File: src/rtl/sc_crash_sequencer.sv
// Frogger collision sequencer: per-tick obstacle row scan, hit evaluation, lives/hold/win/over control.
// Optional post-respawn immunity is built when SC_CRASHSEQ_INVULN_EN is defined.
module sc_crash_sequencer #(
  parameter int DATAWIDTH    = 8,
  parameter int LIVESWIDTH   = 2,
  parameter int LIVES_INIT   = 3,
  parameter int HOLD_TICKS   = 4,
  parameter int GOAL_ROW     = 7,
  parameter int INVULN_TICKS = 8
) (
  input  logic                  SC_CRASHSEQ_CLOCK_50,
  input  logic                  SC_CRASHSEQ_RESET_InLow,
  input  logic                  SC_CRASHSEQ_tick_InHigh,
  input  logic                  SC_CRASHSEQ_start_InLow,
  input  logic [2:0]            SC_CRASHSEQ_frogRow_InBUS,
  input  logic [DATAWIDTH-1:0]  SC_CRASHSEQ_frogCol_InBUS,
  output logic [2:0]            SC_CRASHSEQ_rowSel_OutBUS,
  input  logic [DATAWIDTH-1:0]  SC_CRASHSEQ_rowData_InBUS,
  output logic                  SC_CRASHSEQ_crash_OutHigh,
  output logic                  SC_CRASHSEQ_freeze_OutHigh,
  output logic                  SC_CRASHSEQ_frogReset_OutHigh,
  output logic [LIVESWIDTH-1:0] SC_CRASHSEQ_lives_OutBUS,
  output logic                  SC_CRASHSEQ_clear_OutHigh,
  output logic                  SC_CRASHSEQ_win_OutHigh,
  output logic                  SC_CRASHSEQ_gameOver_OutHigh,
  output logic                  SC_CRASHSEQ_invuln_OutHigh,
  output logic                  SC_CRASHSEQ_busy_OutHigh
);
  typedef enum logic [2:0] {S_IDLE, S_SCAN, S_EVAL, S_HOLD, S_WIN, S_OVER} state_t;

  localparam logic [LIVESWIDTH-1:0] LIVES_RST = LIVESWIDTH'(LIVES_INIT);
  localparam logic [3:0]            HOLD_LAST = 4'(HOLD_TICKS - 1);
  localparam logic [2:0]            GOAL      = 3'(GOAL_ROW);

  if (LIVES_INIT < 1 || LIVES_INIT > (1 << LIVESWIDTH) - 1) begin : g_bad_lives
    $error("LIVES_INIT out of range");
  end
  if (HOLD_TICKS < 1 || HOLD_TICKS > 15) begin : g_bad_hold
    $error("HOLD_TICKS out of range");
  end
  if (INVULN_TICKS < 1 || INVULN_TICKS > 15) begin : g_bad_invuln
    $error("INVULN_TICKS out of range");
  end

  state_t                r_state, w_state;
  logic [2:0]            r_rowSel, w_rowSel, r_prevSel, w_prevSel, r_row, w_row;
  logic                  r_dv, w_dv, r_hit, w_hit, r_nz, w_nz;
  logic                  r_clear, w_clear, r_crash, w_crash, r_frogReset, w_frogReset;
  logic [DATAWIDTH-1:0]  r_col, w_col;
  logic [LIVESWIDTH-1:0] r_lives, w_lives;
  logic [3:0]            r_holdCnt, w_holdCnt;
  logic                  w_rowHit, w_rowNz, w_immune;

`ifdef SC_CRASHSEQ_INVULN_EN
  localparam logic [3:0] INV_LOAD = 4'(INVULN_TICKS);
  logic       r_invuln, w_invuln, r_immune, w_immuneNxt;
  logic [3:0] r_invCnt, w_invCnt;
  assign w_immune                   = r_immune;
  assign SC_CRASHSEQ_invuln_OutHigh = r_invuln;
`else
  assign w_immune                   = 1'b0;
  assign SC_CRASHSEQ_invuln_OutHigh = 1'b0;
`endif

  // rowData on the bus belongs to the row addressed one cycle earlier (r_prevSel)
  assign w_rowHit = (r_prevSel == r_row) && (|(SC_CRASHSEQ_rowData_InBUS & r_col));
  assign w_rowNz  = |SC_CRASHSEQ_rowData_InBUS;

  always_comb begin
    w_state     = r_state;
    w_rowSel    = r_rowSel;
    w_prevSel   = r_prevSel;
    w_row       = r_row;
    w_col       = r_col;
    w_dv        = r_dv;
    w_hit       = r_hit;
    w_nz        = r_nz;
    w_clear     = r_clear;
    w_lives     = r_lives;
    w_holdCnt   = r_holdCnt;
    w_crash     = 1'b0;
    w_frogReset = 1'b0;
`ifdef SC_CRASHSEQ_INVULN_EN
    w_invuln    = r_invuln;
    w_invCnt    = r_invCnt;
    w_immuneNxt = r_immune;
`endif
    case (r_state)
      S_IDLE: if (SC_CRASHSEQ_tick_InHigh) begin
        w_state  = S_SCAN;
        w_row    = SC_CRASHSEQ_frogRow_InBUS;
        w_col    = SC_CRASHSEQ_frogCol_InBUS;
        w_hit    = 1'b0;
        w_nz     = 1'b0;
        w_dv     = 1'b0;
        w_rowSel = 3'd0;
`ifdef SC_CRASHSEQ_INVULN_EN
        // immunity is judged as it stood when the scan was launched
        w_immuneNxt = r_invuln;
        if (r_invuln) begin
          w_invCnt = r_invCnt - 4'd1;
          if (r_invCnt == 4'd1) w_invuln = 1'b0;
        end
`endif
      end
      S_SCAN: begin
        if (r_dv) begin
          w_hit = r_hit | w_rowHit;
          w_nz  = r_nz | w_rowNz;
        end
        w_prevSel = r_rowSel;
        w_dv      = 1'b1;
        if (r_rowSel == 3'd7) w_state = S_EVAL;
        else                  w_rowSel = r_rowSel + 3'd1;
      end
      S_EVAL: begin
        w_clear = ~(r_nz | w_rowNz);
        if ((r_hit | w_rowHit) & ~w_immune) begin
          w_crash = 1'b1;
          if (r_lives != '0) w_lives = r_lives - 1'b1;
          w_holdCnt = 4'd0;
          w_state   = (w_lives == '0) ? S_OVER : S_HOLD;
        end else if (r_row == GOAL) begin
          w_state = S_WIN;
        end else begin
          w_state = S_IDLE;
        end
      end
      S_HOLD: if (SC_CRASHSEQ_tick_InHigh) begin
        if (r_holdCnt == HOLD_LAST) begin
          w_frogReset = 1'b1;
          w_state     = S_IDLE;
`ifdef SC_CRASHSEQ_INVULN_EN
          w_invCnt = INV_LOAD;
          w_invuln = 1'b1;
`endif
        end else begin
          w_holdCnt = r_holdCnt + 4'd1;
        end
      end
      S_WIN, S_OVER: if (!SC_CRASHSEQ_start_InLow) begin
        w_lives     = LIVES_RST;
        w_clear     = 1'b0;
        w_frogReset = 1'b1;
        w_state     = S_IDLE;
`ifdef SC_CRASHSEQ_INVULN_EN
        w_invuln = 1'b0;
        w_invCnt = 4'd0;
`endif
      end
      default: w_state = S_IDLE;
    endcase
  end

  always_ff @(posedge SC_CRASHSEQ_CLOCK_50 or negedge SC_CRASHSEQ_RESET_InLow) begin
    if (!SC_CRASHSEQ_RESET_InLow) begin
      r_state     <= S_IDLE;
      r_rowSel    <= 3'd0;
      r_prevSel   <= 3'd0;
      r_row       <= 3'd0;
      r_col       <= '0;
      r_dv        <= 1'b0;
      r_hit       <= 1'b0;
      r_nz        <= 1'b0;
      r_clear     <= 1'b0;
      r_lives     <= LIVES_RST;
      r_holdCnt   <= 4'd0;
      r_crash     <= 1'b0;
      r_frogReset <= 1'b0;
`ifdef SC_CRASHSEQ_INVULN_EN
      r_invuln    <= 1'b0;
      r_invCnt    <= 4'd0;
      r_immune    <= 1'b0;
`endif
    end else begin
      r_state     <= w_state;
      r_rowSel    <= w_rowSel;
      r_prevSel   <= w_prevSel;
      r_row       <= w_row;
      r_col       <= w_col;
      r_dv        <= w_dv;
      r_hit       <= w_hit;
      r_nz        <= w_nz;
      r_clear     <= w_clear;
      r_lives     <= w_lives;
      r_holdCnt   <= w_holdCnt;
      r_crash     <= w_crash;
      r_frogReset <= w_frogReset;
`ifdef SC_CRASHSEQ_INVULN_EN
      r_invuln    <= w_invuln;
      r_invCnt    <= w_invCnt;
      r_immune    <= w_immuneNxt;
`endif
    end
  end

  assign SC_CRASHSEQ_rowSel_OutBUS     = r_rowSel;
  assign SC_CRASHSEQ_crash_OutHigh     = r_crash;
  assign SC_CRASHSEQ_frogReset_OutHigh = r_frogReset;
  assign SC_CRASHSEQ_lives_OutBUS      = r_lives;
  assign SC_CRASHSEQ_clear_OutHigh     = r_clear;
  assign SC_CRASHSEQ_freeze_OutHigh    = (r_state == S_HOLD) || (r_state == S_WIN) || (r_state == S_OVER);
  assign SC_CRASHSEQ_win_OutHigh       = (r_state == S_WIN);
  assign SC_CRASHSEQ_gameOver_OutHigh  = (r_state == S_OVER);
  assign SC_CRASHSEQ_busy_OutHigh      = (r_state == S_SCAN) || (r_state == S_EVAL);
endmodule
File: config.mk
export PLATFORM = sky130hd
export DESIGN_NAME = sc_crash_sequencer
export DESIGN_NICKNAME = d
export VERILOG_FILES = /design/src/rtl/sc_crash_sequencer.sv
export SDC_FILE = /design/constraint.sdc
export NUM_CORES = 1
export LEC_CHECK = 0
export CAP_MARGIN = 25
export CORE_MARGIN = 2
export CORE_UTILIZATION = 50
export DETAILED_ROUTE_END_ITERATION = 10
export PLACE_DENSITY = 0.78
export SYNTH_ARGS = -nofsm -noshare
export SYNTH_HDL_FRONTEND = slang
export SYNTH_SLANG_ARGS = --single-unit
File: constraint.sdc
create_clock -name SC_CRASHSEQ_CLOCK_50 -period 2 [get_ports SC_CRASHSEQ_CLOCK_50]
set_input_delay 0.4 -clock SC_CRASHSEQ_CLOCK_50 [delete_from_list [all_inputs] [get_ports SC_CRASHSEQ_CLOCK_50]]
set_output_delay 0.4 -clock SC_CRASHSEQ_CLOCK_50 [all_outputs]
set_load 0.02 [all_outputs]
# Word-level counts from Yosys, hierarchy flattened
# Cells that the tools add are included.
[word_totals]
output_inout_bits = 13
rom_bits = 0
regBits = 32
elab_cells = 95
ramBits = 0
latchBits = 0
in_bits = 23
n_memories = 0
[classes]
n_div = 0
muxes = 36
eq_ne = 18
n_shift = 0
order_cmp = 0
reduce_logical = 21
bitwise = 4
n_mul = 0
n_addsub = 3
[ops]
columns = ["cell", "count"]
rows = [
  ["$mux 3", 10],
  ["$ne 2x2->1 const B", 9],
  ["$reduce_or 8->1", 2],
  ["$pmux 3 s5", 1],
  ["$eq 3x3->1 const B", 4],
  ["$mux 4", 3],
  ["$mux 2", 5],
  ["$pmux 1 s2", 5],
  ["$mux 1", 9],
  ["$reduce_and 3->1", 3],
  ["$and 8x8->8", 1],
  ["$pmux 4 s2", 1],
  ["$reduce_bool 2->1", 4],
  ["$eq 3x2->1 const B", 2],
  ["$pmux 3 s2", 1],
  ["$reduce_and 2->1", 3],
  ["$reduce_and 5->1", 1],
  ["$add 4x1->4 const B", 1],
  ["$eq 4x2->1 const B", 1],
  ["$pmux 2 s2", 1],
  ["$reduce_and 4->1", 1],
  ["$add 3x1->3 const B", 1],
  ["$eq 3x1->1 const B", 1],
  ["$eq 3x3->1", 1],
  ["8 further kinds", 11],
]

# Logic depth before layout (Yosys ltp)
[depth]
word_depth = 10
depth_mapped = 6
ltp_nobuf = 6

# Worst setup path before layout
# Ideal clock, no wire load.
[synth_timing]
path_type = "flip-flop to flip-flop"
startpoint = "register r_state[2]"
endpoint = "register r_lives[0], in the netlist SC_CRASHSEQ_lives_OutBUS[0]"
path_buffers = 1
setup_time_ps = 93
path_slack_ps = 277
arrival_ps = 1630
stages_incl_launch_ff = 6
path_cell_list = "dfrtp_1 -> or3b_1 -> clkbuf_2 -> or4_1 -> o221ai_1 -> o311ai_1"
[synth_via]
elab_chain_len = 4
elab_cells_between_ends = 9
[synth_lines]
columns = ["element", "line", "text"]
rows = [
  ["start: declaration", "45", "state_t r_state, w_state;"],
  ["start signal: assignment", "176", "r_state <= w_state;"],
  ["$eq 3x3->1", "88", "case (r_state)"],
  ["$reduce_or 2->1", "88", ""],
  ["$ne 2x2->1 (no line) or $reduce_bool 2->1 (tied branches)", "n/a", ""],
  ["$reduce_and 3->1 (no line)", "n/a", ""],
  ["end signal: assignment", "185", "r_lives <= w_lives;"],
  ["end: declaration", "50", "logic [LIVESWIDTH-1:0] r_lives, w_lives;"],
]
# Several ways; a longest one is shown, not always the timed one.
# A chain may end at the register's enable or synchronous reset.

# Worst setup path in the final report
[layout_timing]
startpoint = "register r_lives[0], in the netlist SC_CRASHSEQ_lives_OutBUS[0]"
endpoint = "output port SC_CRASHSEQ_lives_OutBUS[0]"
[layout_lines]
columns = ["element", "line", "text"]
rows = [
  ["end: declaration", "22", "output logic [LIVESWIDTH-1:0] SC_CRASHSEQ_lives_OutBUS,"],
]
# No word-level cell between the ends.

==> impl_metrics.yaml <==
clock_tree:
  htreeDepth: 2
  cts_tree: "built"
  cts_buffer_depth: 2
  path_clk_slew_ns: 0.10
  cts_setup_buffers: 0
  numCtsBuffers: 5
  clkSinkCount: 32
  root_buffer: "clkbuf_4"
  clk_latency_ns: 0.34
sta:
  grt_setup_unrepaired: "no"
  slew_viol_final: 0
  clock.fmax_mhz: 521
  clock-skew-final_ns: 0.0130
  finalSetupViolations: 0
  layout_min_cycle_time_ns: 1.92
  period_share_pct: 96.0
  hold_viol: 0
status:
  status: "finished clean"
setup_path:
  crit_family: "buffers and inverters"
  crit_buf_inv: 1
  cp.arrival_ns: 1.52
  slowest_delay_ns: 0.60
  start_kind: "flop"
  worstPathMaxFanout: 4
  cp.required_ns: 1.60
  criticalPathCategory: "reg -> out"
  worstPathCellList: "clkdlybuf4s50_1"
  end_kind: "output pin"
  crit_slowest_cell: "clkdlybuf4s50_1"
cells_and_area:
  num-fill-cells: 265
  finalNonFillerCells: 279
  multi_input_area_um2: 837
  drive_above_1_share_pct: 15.5
  seq_area_um2: 803
  nets: 258
  final_area_um2: 2220
  syn_to_final_growth_pct: 31.7
  n_antenna_cell: 0
synthesis:
  syn_inst: 186
  yosys.area.top_type: "dfrtp_1"
  ys_types: 48
  synth-main-ff-cell: "dfrtp_1"
  synth.area.top_cells: "dfrtp_1 44%, nand2_1 11%, dfstp_2 3.1%"
  async_reset_ff_share_pct: 100
  syn_nets: 212
  avgSynthCellArea_um2: 9.08
  synth_top_cell_area_share_pct: 44.4
  synth_seq_cells: 32
  yosysSeqAreaShare_pct: 47.6
  netlist_area_um2: 1690
  yosysWarnings: 0
  synth_edf_count: 0
power:
  peakVddDrop_v: 0.00106
  p_switching_mw: 1.28
  p_per_area_nw_per_um2: 1430
  sw_frac_of_total_pct: 40.2
  p_clk_share_pct: 15.2
  p_leak_nw: 1.02
  pwr-share-comb_pct: 47.6
  pwr-share-seq_pct: 37.2
  p_int_mw: 1.90
global_routing:
  grt_pass1_vias: 1438
  use_met2_pct: 36.0
  grtUsageTotal_pct: 22.6
  use_met1_pct: 28.8
  grt_antenna_before_repair: 0
  grt_max_degree: 33
  grt_util_met3_pct: 7.07
  grt_pass1_wl_um: 6840
  top_usage_layer: "met2"
  grt_overflow_total: 0
floorplan:
  core_region_area_um2: 3280
  die_h_um: 62.1
  pin_count: 36
  die_width_um: 62.1
  start_util_pct: 51.4
  fp-row-count: 21
  dieArea_um2: 3860
drt:
  drc: 0
  avgViaCountPerCell: 5.42
  post_drt_wl_per_cell_um: 14.3
  drt-initial-drc-count: 84
  wirelength_um: 3990
  final_antenna_net_count: 0
  firstDrtPassIters: 4
  vias: 1512
place:
  numPortBuffers: 34
  dp_hpwl_um: 2970
  gp_congestion: 0.860
  place_area_um2: 2160
  placed_cells: 271
hold_path:
  hp-class: "in -> async"
job:
  cap_violations: 0
-- layout make-up --
type                       instances  share of cell area (%)
clock inverter                     2                    1.57
multi-input combinational        140                    37.6
clock buffer                       6                    1.86
timing repair buffer              49                    19.6
sequential                        32                    36.1
inverter                           4                   0.675
tap                               46                    2.59
-- synthesized netlist by cell type (all sizes together) (3+ instances only) --
library cell and instances:
a21oi 3, a22oi 5, clkbuf 9, dfrtp 30, ha 3, inv 4, mux2 4, nand2 49
nand2b 4, nand3 3, nor2 10, nor2b 4, nor4 3, o21ai 9, o311ai 3, or3b 3
or4 4, xor2 3
-- final timing paths --
path | from | endpoint | slack (ns) | depth (start not counted)
worst min register to register | r_col[1]$_DFFE_PN0P_ | r_col[1]$_DFFE_PN0P_ | 0.49 | 2
worst min-delay path | SC_CRASHSEQ_RESET_InLow | r_holdCnt[0]$_DFFE_PN0P_ | 0.44 | 2
min in group SC_CRASHSEQ_CLOCK_50 | r_col[1]$_DFFE_PN0P_ | r_col[1]$_DFFE_PN0P_ | 0.49 | 2
max in group asynchronous | SC_CRASHSEQ_RESET_InLow | SC_CRASHSEQ_lives_OutBUS[1]$_DFFE_PN1P_ | 1.25 | 2
worst max register to register | r_state[1]$_DFFE_PN0P_ | SC_CRASHSEQ_lives_OutBUS[0]$_DFFE_PN1P_ | 0.13 | 5
worst max-delay path | SC_CRASHSEQ_lives_OutBUS[0]$_DFFE_PN1P_ | SC_CRASHSEQ_lives_OutBUS[0] | 0.08 | 1
-- flip-flops by register name, summed over array words and instances, names as in the netlist --
signal,flops
r_hit,1
SC_CRASHSEQ_clear_OutHigh,1
r_nz,1
r_col,8
SC_CRASHSEQ_rowSel_OutBUS,3
SC_CRASHSEQ_crash_OutHigh,1
SC_CRASHSEQ_lives_OutBUS,2
r_dv,1
r_state,3
r_holdCnt,4
r_prevSel,3
SC_CRASHSEQ_frogReset_OutHigh,1
r_row,3
-- per-stage QoR --
step                utilization, %  hold WS [ns]  setup TNS (ns)  worst slack [ns]  power (mW)
finish                        67.7         0.436               0            0.0805        3.18
global route                  67.7         0.454               0            0.0154        3.45
CTS                           68.2         0.458         -0.0158           -0.0158        3.19
detailed placement            65.9         0.466         -0.0295           -0.0249        2.71
global placement              65.9         0.460               0            0.0657        2.61
floorplan                        -         0.104               0             0.277        2.12
-- repair_timing --
item                                    CTS  global route
gates resized for setup                   6             8
hold buffers                              0             0
endpoints found under the setup margin    4             5
pin swaps                                 0             0
-- cell usage in the layout (no fill, tap or decap), types with 4 or more instances in the layout --
master,count
nand2b_1,4
o21ai_0,9
mux2_2,4
inv_1,4
nor2_1,10
clkbuf_2,4
clkbuf_4,5
nand2_1,49
or4_1,4
a22oi_1,5
dfrtp_1,30
clkdlybuf4s50_1,29
buf_4,15
-- power by group through the flow --
| stage | combinational (mW) | clock, mW | sequential (mW) |
|---|---|---|---|
| after floorplan | 0.941 | 0 | 1.18 |
| after global placement | 1.44 | 0 | 1.17 |
| after detailed placement | 1.53 | 0 | 1.19 |
| after CTS | 1.52 | 0.491 | 1.18 |
| after global routing | 1.69 | 0.542 | 1.22 |
| final | 1.51 | 0.484 | 1.18 |
-- cells by family after synthesis --
kind of cell / share of synthesized area (%)
DFF: 47.6
and+or+nand+nor: 27.9
muxes: 3.26
buffers and inverters: 3.41
AOI/OAI and AO/OA: 13.9
other: 0.222
xor gates and xnor gates: 1.56
adders and majority gates: 2.22
-- per-layer routing --
| layer | wire (µm) | up-vias |
|---|---|---|
| li1 | - | 748 |
| met1 | 1780 | 710 |
| met2 | 1940 | 46 |
| met3 | 214 | 8 |
| met4 | 51 | 0 |
| met5 | 0 | - |
(Power assumes the default switching activity.)
